## config.mk

```make
export PLATFORM = sky130hd
export DESIGN_NAME = instr_sequencer
export DESIGN_NICKNAME = d
export VERILOG_FILES = /design/src/rtl/instr_sequencer.sv
export SDC_FILE = /design/constraint.sdc
export NUM_CORES = 1
export LEC_CHECK = 0
export CAP_MARGIN = 40
export CORE_MARGIN = 2
export CORE_UTILIZATION = 54
export CTS_BUF_LIST = sky130_fd_sc_hd__clkbuf_8
export DETAILED_ROUTE_END_ITERATION = 6
export HOLD_SLACK_MARGIN = 0.03
export PLACE_DENSITY = 0.85
export SLEW_MARGIN = 20
export SYNTH_ARGS = -nofsm -noshare
export SYNTH_HDL_FRONTEND = slang
export SYNTH_SLANG_ARGS = --single-unit
```

## constraint.sdc

```tcl
create_clock -name Clk -period 17 [get_ports Clk]
set_clock_uncertainty 0.15 [all_clocks]
set_input_delay 5.1 -clock Clk [delete_from_list [all_inputs] [get_ports Clk]]
set_output_delay 5.1 -clock Clk [all_outputs]
set_load 0.01 [all_outputs]
```

## src/rtl/instr_sequencer.sv

```systemverilog
// Instruction sequencer: buffers words in a circular FIFO and drains them to the
// CPU as registered one-cycle issue pulses spaced GAP+1 cycles apart.
module instr_sequencer #(
  parameter int DEPTH = 8,
  parameter int GAP   = 5
) (
  input  logic                     Clk,
  input  logic                     Reset,
  input  logic                     loadInstr,
  input  logic [31:0]              loadWord,
  input  logic                     start,
  input  logic                     abort,
  output logic [31:0]              instrWord,
  output logic                     newInstr,
  output logic                     busy,
  output logic                     done,
  output logic                     full,
  output logic                     empty,
  output logic [$clog2(DEPTH):0]   count,
  output logic                     overflow
);

  localparam int PW = (DEPTH > 1) ? $clog2(DEPTH) : 1;
  localparam int CW = $clog2(DEPTH) + 1;
  localparam logic [CW-1:0] FULL_CNT = CW'(DEPTH);
  localparam logic [7:0]    GAP_LOAD = 8'(GAP - 1);

  typedef enum logic [1:0] {
    IDLE  = 2'd0,
    ISSUE = 2'd1,
    WAIT  = 2'd2,
    DONE  = 2'd3
  } state_t;

  state_t          state_q, state_d;
  logic [PW-1:0]   wr_ptr_q, wr_ptr_d;
  logic [PW-1:0]   rd_ptr_q, rd_ptr_d;
  logic [CW-1:0]   count_q, count_d;
  logic [7:0]      gap_q, gap_d;
  logic [31:0]     instr_q, instr_d;
  logic            new_q, new_d;
  logic            done_q, done_d;
  logic            busy_q, busy_d;
  logic            ovf_q, ovf_d;
  logic [31:0]     mem [DEPTH];

  logic            full_w;
  logic            pop;
  logic            push;

  assign full_w = (count_q == FULL_CNT);
  // A pop on the same edge frees a slot, so a load while full is still accepted.
  assign pop    = (state_q == ISSUE) && !abort;
  assign push   = loadInstr && !abort && (!full_w || pop);

  always_comb begin
    state_d  = state_q;
    gap_d    = gap_q;
    busy_d   = busy_q;
    new_d    = 1'b0;
    done_d   = 1'b0;
    instr_d  = instr_q;
    wr_ptr_d = wr_ptr_q;
    rd_ptr_d = rd_ptr_q;
    count_d  = count_q;
    ovf_d    = ovf_q;

    case (state_q)
      IDLE: begin
        if (start && (count_q != '0)) state_d = ISSUE;
      end
      ISSUE: begin
        state_d = WAIT;
        gap_d   = GAP_LOAD;
        new_d   = 1'b1;
        busy_d  = 1'b1;
        instr_d = mem[rd_ptr_q];
      end
      WAIT: begin
        if (gap_q == 8'd0) begin
          if (count_q != '0) begin
            state_d = ISSUE;
          end else begin
            state_d = DONE;
            busy_d  = 1'b0;
          end
        end else begin
          gap_d = gap_q - 8'd1;
        end
      end
      DONE: begin
        state_d = IDLE;
        done_d  = 1'b1;
      end
      default: state_d = IDLE;
    endcase

    if (push) wr_ptr_d = wr_ptr_q + 1'b1;
    if (pop)  rd_ptr_d = rd_ptr_q + 1'b1;
    case ({push, pop})
      2'b10:   count_d = count_q + 1'b1;
      2'b01:   count_d = count_q - 1'b1;
      default: count_d = count_q;
    endcase
    if (loadInstr && full_w && !pop) ovf_d = 1'b1;

    // Abort flushes everything except the last issued word.
    if (abort) begin
      state_d  = IDLE;
      new_d    = 1'b0;
      done_d   = 1'b0;
      busy_d   = 1'b0;
      instr_d  = instr_q;
      wr_ptr_d = '0;
      rd_ptr_d = '0;
      count_d  = '0;
      ovf_d    = 1'b0;
    end
  end

  always_ff @(posedge Clk) begin
    if (!Reset) begin
      state_q  <= IDLE;
      gap_q    <= 8'd0;
      busy_q   <= 1'b0;
      new_q    <= 1'b0;
      done_q   <= 1'b0;
      instr_q  <= 32'h0;
      wr_ptr_q <= '0;
      rd_ptr_q <= '0;
      count_q  <= '0;
      ovf_q    <= 1'b0;
    end else begin
      state_q  <= state_d;
      gap_q    <= gap_d;
      busy_q   <= busy_d;
      new_q    <= new_d;
      done_q   <= done_d;
      instr_q  <= instr_d;
      wr_ptr_q <= wr_ptr_d;
      rd_ptr_q <= rd_ptr_d;
      count_q  <= count_d;
      ovf_q    <= ovf_d;
    end
  end

  // Storage is not reset; the pointers and count define which entries are valid.
  always_ff @(posedge Clk) begin
    if (Reset && push) mem[wr_ptr_q] <= loadWord;
  end

  assign instrWord = instr_q;
  assign newInstr  = new_q;
  assign busy      = busy_q;
  assign done      = done_q;
  assign full      = full_w;
  assign empty     = (count_q == '0);
  assign count     = count_q;
  assign overflow  = ovf_q;

endmodule

```

==> Word-level counts from Yosys, hierarchy flattened <==
Memory sizes are Yosys's and may differ from the RTL's. A register that Yosys moved wholly into a read port is not among the register bits.
Cells that the tools add are included.
{ "totals": {"reg_bits": 24, "latchBits": 0, "mem_bits_rw": 256, "mem_bits_ro": 0, "input_bits": 37, "out_inout_bits": 42, "mem_count": 1} }
{ "memory_table": {"columns": ["memory", "words", "width", "read_ports", "rd_ports_with_merged_regs", "write_ports", "line_no", "source"], "rows": [
  ["mem", 8, 32, 1, 1, 1, "45", "logic [31:0] mem [DEPTH];"]
]} }
{ "classes": {"n_addsub": 5, "n_mul": 0, "div": 0, "order_cmp": 0, "n_eq_ne": 10, "shifts": 0, "muxes": 14, "bitwise_logic": 2, "reduce_logical": 23} }
{ "ops": {"columns": ["operator", "n"], "rows": [
  ["$pmux W8 S2", 1],
  ["$logic_not A8 Y1", 1],
  ["$mux W8", 1],
  ["$ne A2 B2 Y1 const B", 4],
  ["$pmux W2 S4", 1],
  ["$pmux W4 S2", 1],
  ["$sub A8 B1 Y8 const B", 1],
  ["$logic_and A1 B1 Y1", 7],
  ["$add A3 B1 Y3 const B", 2],
  ["$eq A2 B2 Y1 const B", 3],
  ["$mux W1", 6],
  ["$mux W2", 3],
  ["$reduce_and A2 Y1", 3],
  ["$add A4 B1 Y4 const B", 1],
  ["$eq A2 B1 Y1 const B", 2],
  ["$eq A4 B4 Y1 const B", 1],
  ["$logic_not A1 Y1", 4],
  ["$logic_not A4 Y1", 1],
  ["$reduce_bool A2 Y1", 2],
  ["$reduce_bool A4 Y1", 1],
  ["$sub A4 B1 Y4 const B", 1],
  ["$reduce_and A3 Y1", 1],
  ["$logic_not A2 Y1", 1],
  ["$not A1 Y1", 2],
  ["other kinds (3)", 3]
]} }

==> Longest topological paths before layout <==
Gate-level depths: netlist of the first run.
{ "depth": {"ltp_word": 7, "mapped_depth": 10, "depth_no_buf": 8} }

==> Worst setup path after synthesis of the first run <==
No wires, ideal clock.
{ "synth_timing": {"kind": "input -> register", "startpoint": "input port loadInstr", "endpoint": "memory mem[1][0], enable pin", "setup_ns": 0.502, "arrival_ns": 8.530, "path_slack_ns": 7.818, "cell_stages": 3, "n_path_buf": 0, "cell_sequence": "nor2b_1 -> o21ai_2 -> nor4_1"} }
{ "synth_between": {"elab_chain_len": 5} }
{ "synth_lines": {"columns": ["element", "line_no", "source"], "rows": [
  ["from (decl)", "9", "input logic loadInstr,"],
  ["$logic_and A1 B1 Y1 (2 in series)", "54", "assign push = loadInstr && !abort && (!full_w || pop);"],
  ["$logic_and A1 B1 Y1", "149", "if (Reset && push) mem[wr_ptr_q] <= loadWord;"],
  ["$mux W1", "149", null],
  ["$mux W1 (not written as such)", "149", null],
  ["to (decl)", "45", null]
]} }
No other way between the ends.

==> Worst setup path after layout of the first run <==
{ "layout_timing": {"startpoint": "register count_q[0] (netlist: count[0])", "endpoint": "output port full"} }
{ "layout_between": {"elab_chain_len": 1} }
{ "layout_lines": {"columns": ["element", "line_no", "source"], "rows": [
  ["from (decl)", "38", "logic [CW-1:0] count_q, count_d;"],
  ["from (signal assigned)", "142", "count_q <= count_d;"],
  ["$eq A4 B4 Y1", "51", "assign full_w = (count_q == FULL_CNT);"],
  ["to (decl)", "17", "output logic full,"]
]} }
No other way between the ends.

==> results of run 1 <==
[cell families (layout without fill, tap and decap cells)]
group | after synthesis | count (layout) | synth area share [%]
mux | 68 | 68 | 12.7
simple gates | 100 | 100 | 4.25
flops | 312 | 312 | 75.4
xor+xnor | 5 | 5 | 0.375
compound gates | 95 | 95 | 4.82
buf+inv | 47 | 197 | 1.66
fa+ha+maj | 7 | 7 | 0.814
[per-stage QoR]
stage	hold WS [ns]	area [sq um]	worst slack (ns)	util (%)	total power [mW]
6_report	0.336	13800	9.53	65.4	1.45
5_1_grt	0.379	13800	9.41	65.4	1.49
4_1_cts	0.333	13800	9.49	65.4	1.46
3_5_place_dp	0.316	12900	8.95	61.0	0.887
3_3_place_gp	0.305	12800	9.10	60.6	0.885
2_1_floorplan	0.311	11700	7.82	-	0.864
[final timing paths]
kind,startpoint,to,slack [ns],cells past startpoint
worst max-delay path,count[0],full,9.53,3
worst min-delay path,overflow,overflow,0.34,2
worst max register to register,state_q[0],mem[7][7],14.17,5
worst min register to register,overflow,overflow,0.34,2
[power groups by stage]
stage | Sequential [mW] | Combinational, mW | Clock, mW
finish | 0.833 | 0.0381 | 0.580
global placement | 0.849 | 0.0355 | 0
detailed placement | 0.849 | 0.0377 | 0
global route | 0.833 | 0.0414 | 0.619
floorplan | 0.850 | 0.0145 | 0
CTS | 0.833 | 0.0379 | 0.591
[cell type report]
type | count | area, sq um | share of cell area, %
clock buffers | 54 | 743 | 5.37
clock inverters | 35 | 174 | 1.26
inverters | 11 | 41.3 | 0.299
multi-input cells | 275 | 2730 | 19.8
flip-flops and latches | 312 | 8810 | 63.7
well taps | 275 | 344 | 2.49
repair buffers | 97 | 983 | 7.11
[cells in the final DEF (no fill, tap or decap), types with 2 or more instances in the layout]
| master | n |
|---|---|
| nand3_1 | 2 |
| o21ai_0 | 39 |
| nand2_1 | 10 |
| buf_12 | 2 |
| nor4_1 | 3 |
| buf_4 | 15 |
| a21oi_1 | 10 |
| clkinv_1 | 4 |
| mux4_2 | 64 |
| inv_6 | 2 |
| and2_1 | 2 |
| nor2b_1 | 4 |
| nor3b_1 | 2 |
| edfxtp_1 | 256 |
| o21a_1 | 2 |
| nand2b_1 | 6 |
| o22ai_1 | 33 |
| nor3_1 | 6 |
| or4_1 | 2 |
| xor2_1 | 2 |
| nor2_4 | 2 |
| nor3_2 | 4 |
| ha_1 | 6 |
| dfxtp_1 | 54 |
| inv_1 | 36 |
| nor2_1 | 42 |
| clkinv_2 | 2 |
| clkbuf_8 | 54 |
| or3_1 | 3 |
| mux2i_1 | 4 |
| buf_16 | 2 |
| nor4_2 | 2 |
| clkdlybuf4s50_1 | 77 |
| xnor2_1 | 3 |
[routing by layer]
| metal | routed length, um | vias to the layer above | share of wire [%] |
|---|---|---|---|
| met3 | 1710 | 35 | 7.6 |
| met1 | 9060 | 3125 | 40 |
| met2 | 11300 | 249 | 50 |
| met5 | 0 | - | 0 |
| met4 | 392 | 0 | 1.7 |
| li1 | - | 2771 | - |
[registers in the layout (all words and copies together), names as in the netlist, 2 cells and up]
signal,count
count,4
state_q,2
mem,256
rd_ptr_q,3
instrWord,32
gap_q,8
wr_ptr_q,3
[critical path, cell delays in order, from the launching register on]
cell	delay (ns)
dfxtp_1	0.37
or4b_1	0.67
inv_1	0.09
clkdlybuf4s50_1	0.53
==> impl_results.md, run 1 <==
- Final Max Slew Viols: 0
- CP arrival: 2.22 ns
- Seq/Total Area, Yosys: 75.4%
- Largest net degree at the start of global routing: 48
- Final #Nets: 789
- Met2 GRT Util: 34.3%
- Routed WL: 22.4 mm
- H-tree levels: 2
- Die H: 151 um
- Final ANT Viol Nets: 0
- Max FO, Critical Path: 7
- Final Wtd Congestion: 0.781
- YS warnings: 0
- WL/cell: 21.2 um
- Status: finished, final reports clean
- Final min period: 7.47 ns
- Switching share of total power: 20.4%
- Leading area contributor after synthesis: edfxtp_1
- Grt met1 use: 26.6%
- Most frequent cells after synthesis: edfxtp_1 (256), mux4_2 (64), dfxtp_1 (56)
- Max_cap viols: 0
- Synthesized area: 11700 sq um
- Crit path launch type: register
- RSZ-0062 raised after global routing: false
- TritonCTS clock tree: yes
- Worst slew margin: 45.6%
- CTS root buffer: clkbuf_8
- Top post-synthesis cells by area: edfxtp_1 (66%), mux4_2 (12%), dfxtp_1 (9.6%), o22ai_1 (1.8%), o21ai_0 (1.7%)
- Vias per cell: 5.84
- # diodes: 0
- Hold bufs inserted after CTS: 0
- Synthesized instance count: 634
- Post-CTS setup buffers: 0
- DRT iter0 DRCs: 476
- Ratio of cells with drive above 1 in the final layout: 20.5%
- Final Setup Violations: 0
- Internal power: 1.16 mW
- Synth-to-layout area growth: 18.4%
- CTS Buffer Depth: 3
- Reg power frac: 57.4%
- Area share of the largest cell type after synthesis: 65.8%
- Kind of critical path: reg -> out
- Worst Hold Class: reg -> reg
- Global route overflow: 0
- Initial core utilization: 55.2%
- Max frequency: 0.134 GHz
- CTS Buf Count: 48
- First-pass GRT wire length: 34.9 mm
- Most Crowded Layer GR: met2
- Rows: 53
- Most common cell in the netlist: edfxtp_1
- Die area: 22800 sq um
- Global Route met3 Usage: 5.27%
- Core Footprint: 21200 sq um
- Worst-margin pin slew: 0.816 ns
- Clock Power Share: 39.9%
- Placed Cells incl. Taps: 969
- Die X: 151 um
- CTS resizes: 0
- Period utilization: 43.9%
- I/O pin total: 79
- Avg Inst Size Synth: 18.4 sq um
- Clock sinks: 312
- PwrDens: 105 nW/um^2
- DRC Markers: 0
- Clock slew at reported path FFs: 0.06 ns
- Finished Layout Cells: 1059
- Commonest register cell after synthesis: edfxtp_1
- Vias: 6180
- Leak: 4.56 nW
- WP data required: 11.75 ns
- Post-synth EDFFs: 256
- Async SR Flop Fraction: 0%
- Fin Setup TNS: 0 ns
- Yosys reg bits: 312
- Number of global-route vias before repair: 6567
- Comb pwr share: 2.6%
- Crit. End Element: output port
- Clock Latency Late Sink: 0.56 ns
- VDD IR max: 0.0818 mV
- Overall Global Routing Usage: 20.4%
- Initial antenna violation count: 0
- DRT Pass-1 Iters: 5
- Synth unique cells: 48
- DPL Wire Length: 13.2 mm
- Fillers: 1358
- Final Hold Viols: 0
- Input/output buffers: 78
- Syn_nets: 678
- P_sw: 0.296 mW
Power figures use the tool's default switching activity.
==> run 2: changes to the inputs <==
- clock period: 17 -> 7.5 ns (I/O delays scaled with it)
==> run 2 against run 1 <==
Die area is the same. Register-to-register slack lost 9.6 ns. Global-route usage up 0.85 points. Sequential share of layout area is 0.26 points lower. Worst hold slack improved by 0.0037 ns. Sequential power grew 130%. Via count is 3.0% higher. Cell count rose by 0.19%. Core utilization increased by 0.27 points. Clock power up 140%. Non-clock buffer count grew 1. Total power grew 130%. Largest power group unchanged.
==> impl_results.md, run 2 (synthesis results as in run 1) <==
- Number of global-route vias before repair: 6585 (+0.27%)
- WL/cell: 22.1 um (+4.5%)
- Cell at the slowest stage of the critical path: or4b_1
- Fillers: 1328 (-2.2%)
- Worst Hold Class: reg -> reg
- Vias: 6365 (+3.0%)
- CTS Buffer Depth: 3 (unchanged)
- Clock slew at reported path FFs: 0.06 ns (about the same)
- Synth-to-layout area growth: 18.9%
- Clock sinks: 312 (unchanged)
- Initial antenna violation count: 2 (+2)
- Commonest non-fill, non-tap cells in the layout: edfxtp_1 (256), clkdlybuf4s50_1 (77), mux4_2 (64), clkbuf_8 (57), dfxtp_1 (54)
- Die X: 151 um (unchanged)
- Routed WL: 23.5 mm (+4.7%)
- Die area: 22800 sq um (unchanged)
- Top reg by flops: mem
- Kind of critical path: reg -> out
- VDD IR max: 0.202 mV (+150%)
- Max_cap viols: 0 (unchanged)
- Ratio of cells with drive above 1 in the final layout: 21.5% (+0.99 points)
- Leak: 4.57 nW (+0.14%)
- Final min period: 4.61 ns
- Initial core utilization: 55.2% (unchanged)
- Finished Layout Cells: 1061 (+0.19%)
- Post-CTS setup buffers: 0 (unchanged)
- I/O pin total: 79 (unchanged)
- Max FO, Critical Path: 7 (unchanged)
- Input/output buffers: 78 (unchanged)
- Number of flip-flops in the largest register: 256 (unchanged)
- Max incr delay on CP: 0.67 ns (about the same)
- Status: finished, final reports clean
- Final Max Slew Viols: 0 (unchanged)
- CTS Buf Count: 48 (unchanged)
- CTS resizes: 0 (unchanged)
- Fin Setup TNS: 0 ns (unchanged)
- H-tree levels: 2 (unchanged)
- Period utilization: 61.5%
- Core Footprint: 21200 sq um (unchanged)
- Placed Cells incl. Taps: 971 (+0.21%)
- Max frequency: 0.217 GHz
- WP data required: 5.10 ns (-6.65 ns)
- TritonCTS clock tree: yes
- Final ANT Viol Nets: 0 (unchanged)
- Crit path launch type: register
- CP arrival: 2.21 ns (about the same)
- RSZ-0062 raised after global routing: false
- Overall Global Routing Usage: 21.3% (+0.85 points)
- Commonest non-fill, non-tap cell in the layout: edfxtp_1
- Worst slew margin: 43.2% (-2.4 points)
- Hold bufs inserted after CTS: 0 (unchanged)
- Clock Latency Late Sink: 0.57 ns (about the same)
- DRC Markers: 0 (unchanged)
- PwrDens: 241 nW/um^2 (+130%)
- Largest net degree at the start of global routing: 48 (unchanged)
- First-pass GRT wire length: 36.4 mm (+4.3%)
- Final Hold Viols: 0 (unchanged)
- Final #Nets: 790 (+0.13%)
- Final Wtd Congestion: 0.785 (+0.55%)
- DRT Pass-1 Iters: 5 (unchanged)
- Worst Slack Setup Final: 2.89 ns (-6.64 ns)
- Die H: 151 um (unchanged)
- Final Setup Violations: 0 (unchanged)
- Crit. End Element: output port
- Rows: 53 (unchanged)
- Worst-margin pin slew: 0.851 ns (+0.0359 ns)
- Global route overflow: 0 (unchanged)
- DPL Wire Length: 14.1 mm (+6.7%)
- Post-place setup slack: 2.55 ns (-6.40 ns)
- Vias per cell: 6.00 (+2.8%)
- Worst path cell trace: or4b_1, inv_1, clkdlybuf4s50_1
- DRT iter0 DRCs: 501 (+5.3%)
- CTS root buffer: clkbuf_8
run 2: final timing paths:
check	startpoint	endpoint	slack [ns]	cells after the start
setup / recovery	count[0]	full	2.89	3
hold reg to reg	overflow	overflow	0.34	2
setup reg to reg	state_q[0]	mem[4][10]	4.61	5
hold / removal	overflow	overflow	0.34	2
run 2: critical path, delay by kind of cell, from the launching register on:
kind | cells | cell delay, ns
buf+inv | 2 | 0.62
flops | 1 | 0.36
simple gates | 1 | 0.67
run 2: cell type report:
class,instances,area (sq um),area share [%]
antenna,1,2.50,0.0180
clock buffer,57,785,5.65
clock inverter,32,173,1.24
inverter,11,41.3,0.297
multi-input combinational,275,2730,19.7
sequential,312,8810,63.5
tap,275,344,2.48
timing repair buffer,98,998,7.19
run 2: through the flow:
step                      cell area [sq um]  power [mW]  utilization [%]  hold slack (ns)
final                                 13900        3.35             65.7            0.339
after global routing                  13900        3.45             65.7            0.352
after CTS                             13900        3.38             65.6            0.328
after detailed placement              12900        2.01             61.1            0.314
after global placement                12800        2.01             60.6            0.307
after floorplan                       11700        1.96                -            0.311
run 2: power breakdown:
part | switching (mW) | internal (mW)
Sequential | 0.00679 | 1.88
Clock | 0.645 | 0.730
Combinational | 0.0475 | 0.0398
Total | 0.699 | 2.65
run 2: layer usage:
layer	vias up	global-route usage [%]	part of all wire (%)
met5	-	0	0
met3	45	4.67	7.6
met2	283	35.5	50
li1	2781	-	-
met4	0	6.87	2.2
met1	3256	28.2	40
==> run 3: changes to the inputs <==
- clock period: 7.5 -> 4.6 ns (I/O delays scaled with it)
==> run 3 against run 2 <==
Die area unchanged. Register-to-register slack got worse by 2.9 ns. Worst hold slack improved by 0.012 ns. Critical path type unchanged.
==> impl_results.md, run 3 (synthesis results as in run 1) <==
- Die H: 151 um (unchanged)
- Final core occ: 65.9% (+0.21 points)
- Final Max Slew Viols: 0 (unchanged)
- Worst path cell trace: or4b_1, inv_1, clkdlybuf4s50_1
- CP arrival: 2.22 ns (about the same)
- I/O pin total: 79 (unchanged)
- Hold bufs inserted after CTS: 0 (unchanged)
- Synth-to-layout area growth: 19.3%
- Crit. End Element: output port
- H-tree levels: 2 (unchanged)
- Largest net degree at the start of global routing: 48 (unchanged)
- Worst slew margin: 53.1% (+9.8 points)
- Leak: 4.57 nW (about the same)
- Top reg by flops: mem
- Clock sinks: 312 (unchanged)
- Clock slew at reported path FFs: 0.06 ns (about the same)
- Post-place setup slack: 0.543 ns (-2.01 ns)
- Overall Global Routing Usage: 22.2% (+0.96 points)
- Initial antenna violation count: 1 (-1)
- Max frequency: 0.266 GHz
- Worst Hold Class: reg -> reg
- DRT Pass-1 Iters: 6 (+1)
- First-pass GRT wire length: 37.7 mm (+3.7%)
- DPL Wire Length: 14.7 mm (+4.2%)
- RSZ-0062 raised after global routing: false
- CTS root buffer: clkbuf_8
- Max incr delay on CP: 0.69 ns (+0.02 ns)
- # diodes: 0 (-1)
- Rows: 53 (unchanged)
- Hold WS: 0.352 ns (+0.0124 ns)
- DRC Markers: 0 (unchanged)
- Post-CTS setup buffers: 0 (unchanged)
- Final min period: 3.75 ns
- Number of global-route vias before repair: 6753 (+2.6%)
- Worst Slack Setup Final: 0.847 ns (-2.04 ns)
- Status: finished, final reports clean
- CTS Buf Count: 47 (-2.1%)
- Global route overflow: 0 (unchanged)
- Crit path launch type: register
- Ratio of cells with drive above 1 in the final layout: 21.9% (+0.38 points)
- R2R setup slack: 1.71 ns (-2.90 ns)
- Input/output buffers: 78 (unchanged)
- Max_cap viols: 0 (unchanged)
- Final Hold Viols: 0 (unchanged)
- Die area: 22800 sq um (unchanged)
- Final ANT Viol Nets: 0 (unchanged)
- Commonest non-fill, non-tap cells in the layout: edfxtp_1 (256), clkdlybuf4s50_1 (77), mux4_2 (64), clkbuf_8 (57), dfxtp_1 (54)
- Final #Nets: 790 (unchanged)
- Worst-margin pin slew: 0.704 ns (-0.148 ns)
- Number of flip-flops in the largest register: 256 (unchanged)
- Placed instance area: 12900 sq um (about the same)
- CTS Buffer Depth: 3 (unchanged)
- Period utilization: 81.6%
- Vias per cell: 5.99 (about the same)
- Final Setup Violations: 0 (unchanged)
- Max FO, Critical Path: 7 (unchanged)
- Vias: 6353 (-0.19%)
- Clock Latency Late Sink: 0.55 ns (-0.02 ns)
- Core Footprint: 21200 sq um (unchanged)
- Routed WL: 24.5 mm (+4.1%)
- Kind of critical path: reg -> out
- WP data required: 3.07 ns (-2.03 ns)
- Finished Layout Cells: 1060 (-0.094%)
- Initial core utilization: 55.2% (unchanged)
- CTS resizes: 0 (unchanged)
- Final Wtd Congestion: 0.781 (-0.57%)
- WL/cell: 23.1 um (+4.2%)
- Cell at the slowest stage of the critical path: or4b_1
- Commonest non-fill, non-tap cell in the layout: edfxtp_1
- TritonCTS clock tree: yes
- PwrDens: 399 nW/um^2 (+65%)
- VDD IR max: 0.305 mV (+51%)
- Post-route cell area: 13900 sq um (+0.32%)
- Placed Cells incl. Taps: 972 (+0.10%)
- Die X: 151 um (unchanged)
- DRT iter0 DRCs: 558 (+11%)
==> run 3: cell types whose count changed in the layout (fill, tap and decap cells not counted), moves of 2 or more <==
cell / before / now
buf_12: 1 / 3
buf_16: 3 / 1
bufinv_16: 1 / 3
clkinv_1: 4 / 9
clkinv_2: 5 / 7
inv_1: 29 / 21
nor3_2: 4 / 2
nor3_4: 0 / 2
==> run 3: where the power goes <==
part	switching, mW	internal [mW]	leakage [nW]
clock	1.03	1.30	0.552
combinational	0.0798	0.0657	1.26
sequential	0.0106	3.07	2.76
==> run 3: path summary, 6_finish.rpt <==
| path | from | endpoint | cells past startpoint |
|---|---|---|---|
| worst min register to register | gap_q[1] | gap_q[1] | 1 |
| worst max register to register | state_q[0] | mem[6][12] | 5 |
| worst min-delay path | gap_q[1] | gap_q[1] | 1 |
| worst max-delay path | count[0] | full | 3 |
==> run 3: final cells by class <==
type	instances	area, sq um
inverters	11	41.3
clock buffers	57	785
clock inverters	31	213
well taps	275	344
multi-input cells	275	2750
flip-flops and latches	312	8820
fillers	1318	7220
repair buffers	99	991
==> run 3: per-stage QoR <==
stage / TNS, ns / power (mW)
after floorplan: -71.53 / 3.19
after global placement: 0 / 3.27
after detailed placement: 0 / 3.28
after CTS: 0 / 5.59
after global routing: 0 / 5.72
final: 0 / 5.55
==> run 3: critical path, delay by kind of cell, from the launching register on <==
kind / cells / cell delay, ns
flip-flops: 1 / 0.37
AND/OR/NAND/NOR: 1 / 0.69
buffers and inverters: 2 / 0.63
==> run 3: per-layer routing <==
layer / routed length [um] / global-route usage [%] / vias to the layer above
met5: 13 / 0 / -
met4: 581 / 7.52 / 2
met3: 1770 / 4.37 / 56
met2: 12600 / 37.4 / 288
met1: 9530 / 29.5 / 3228
li1: - / - / 2779
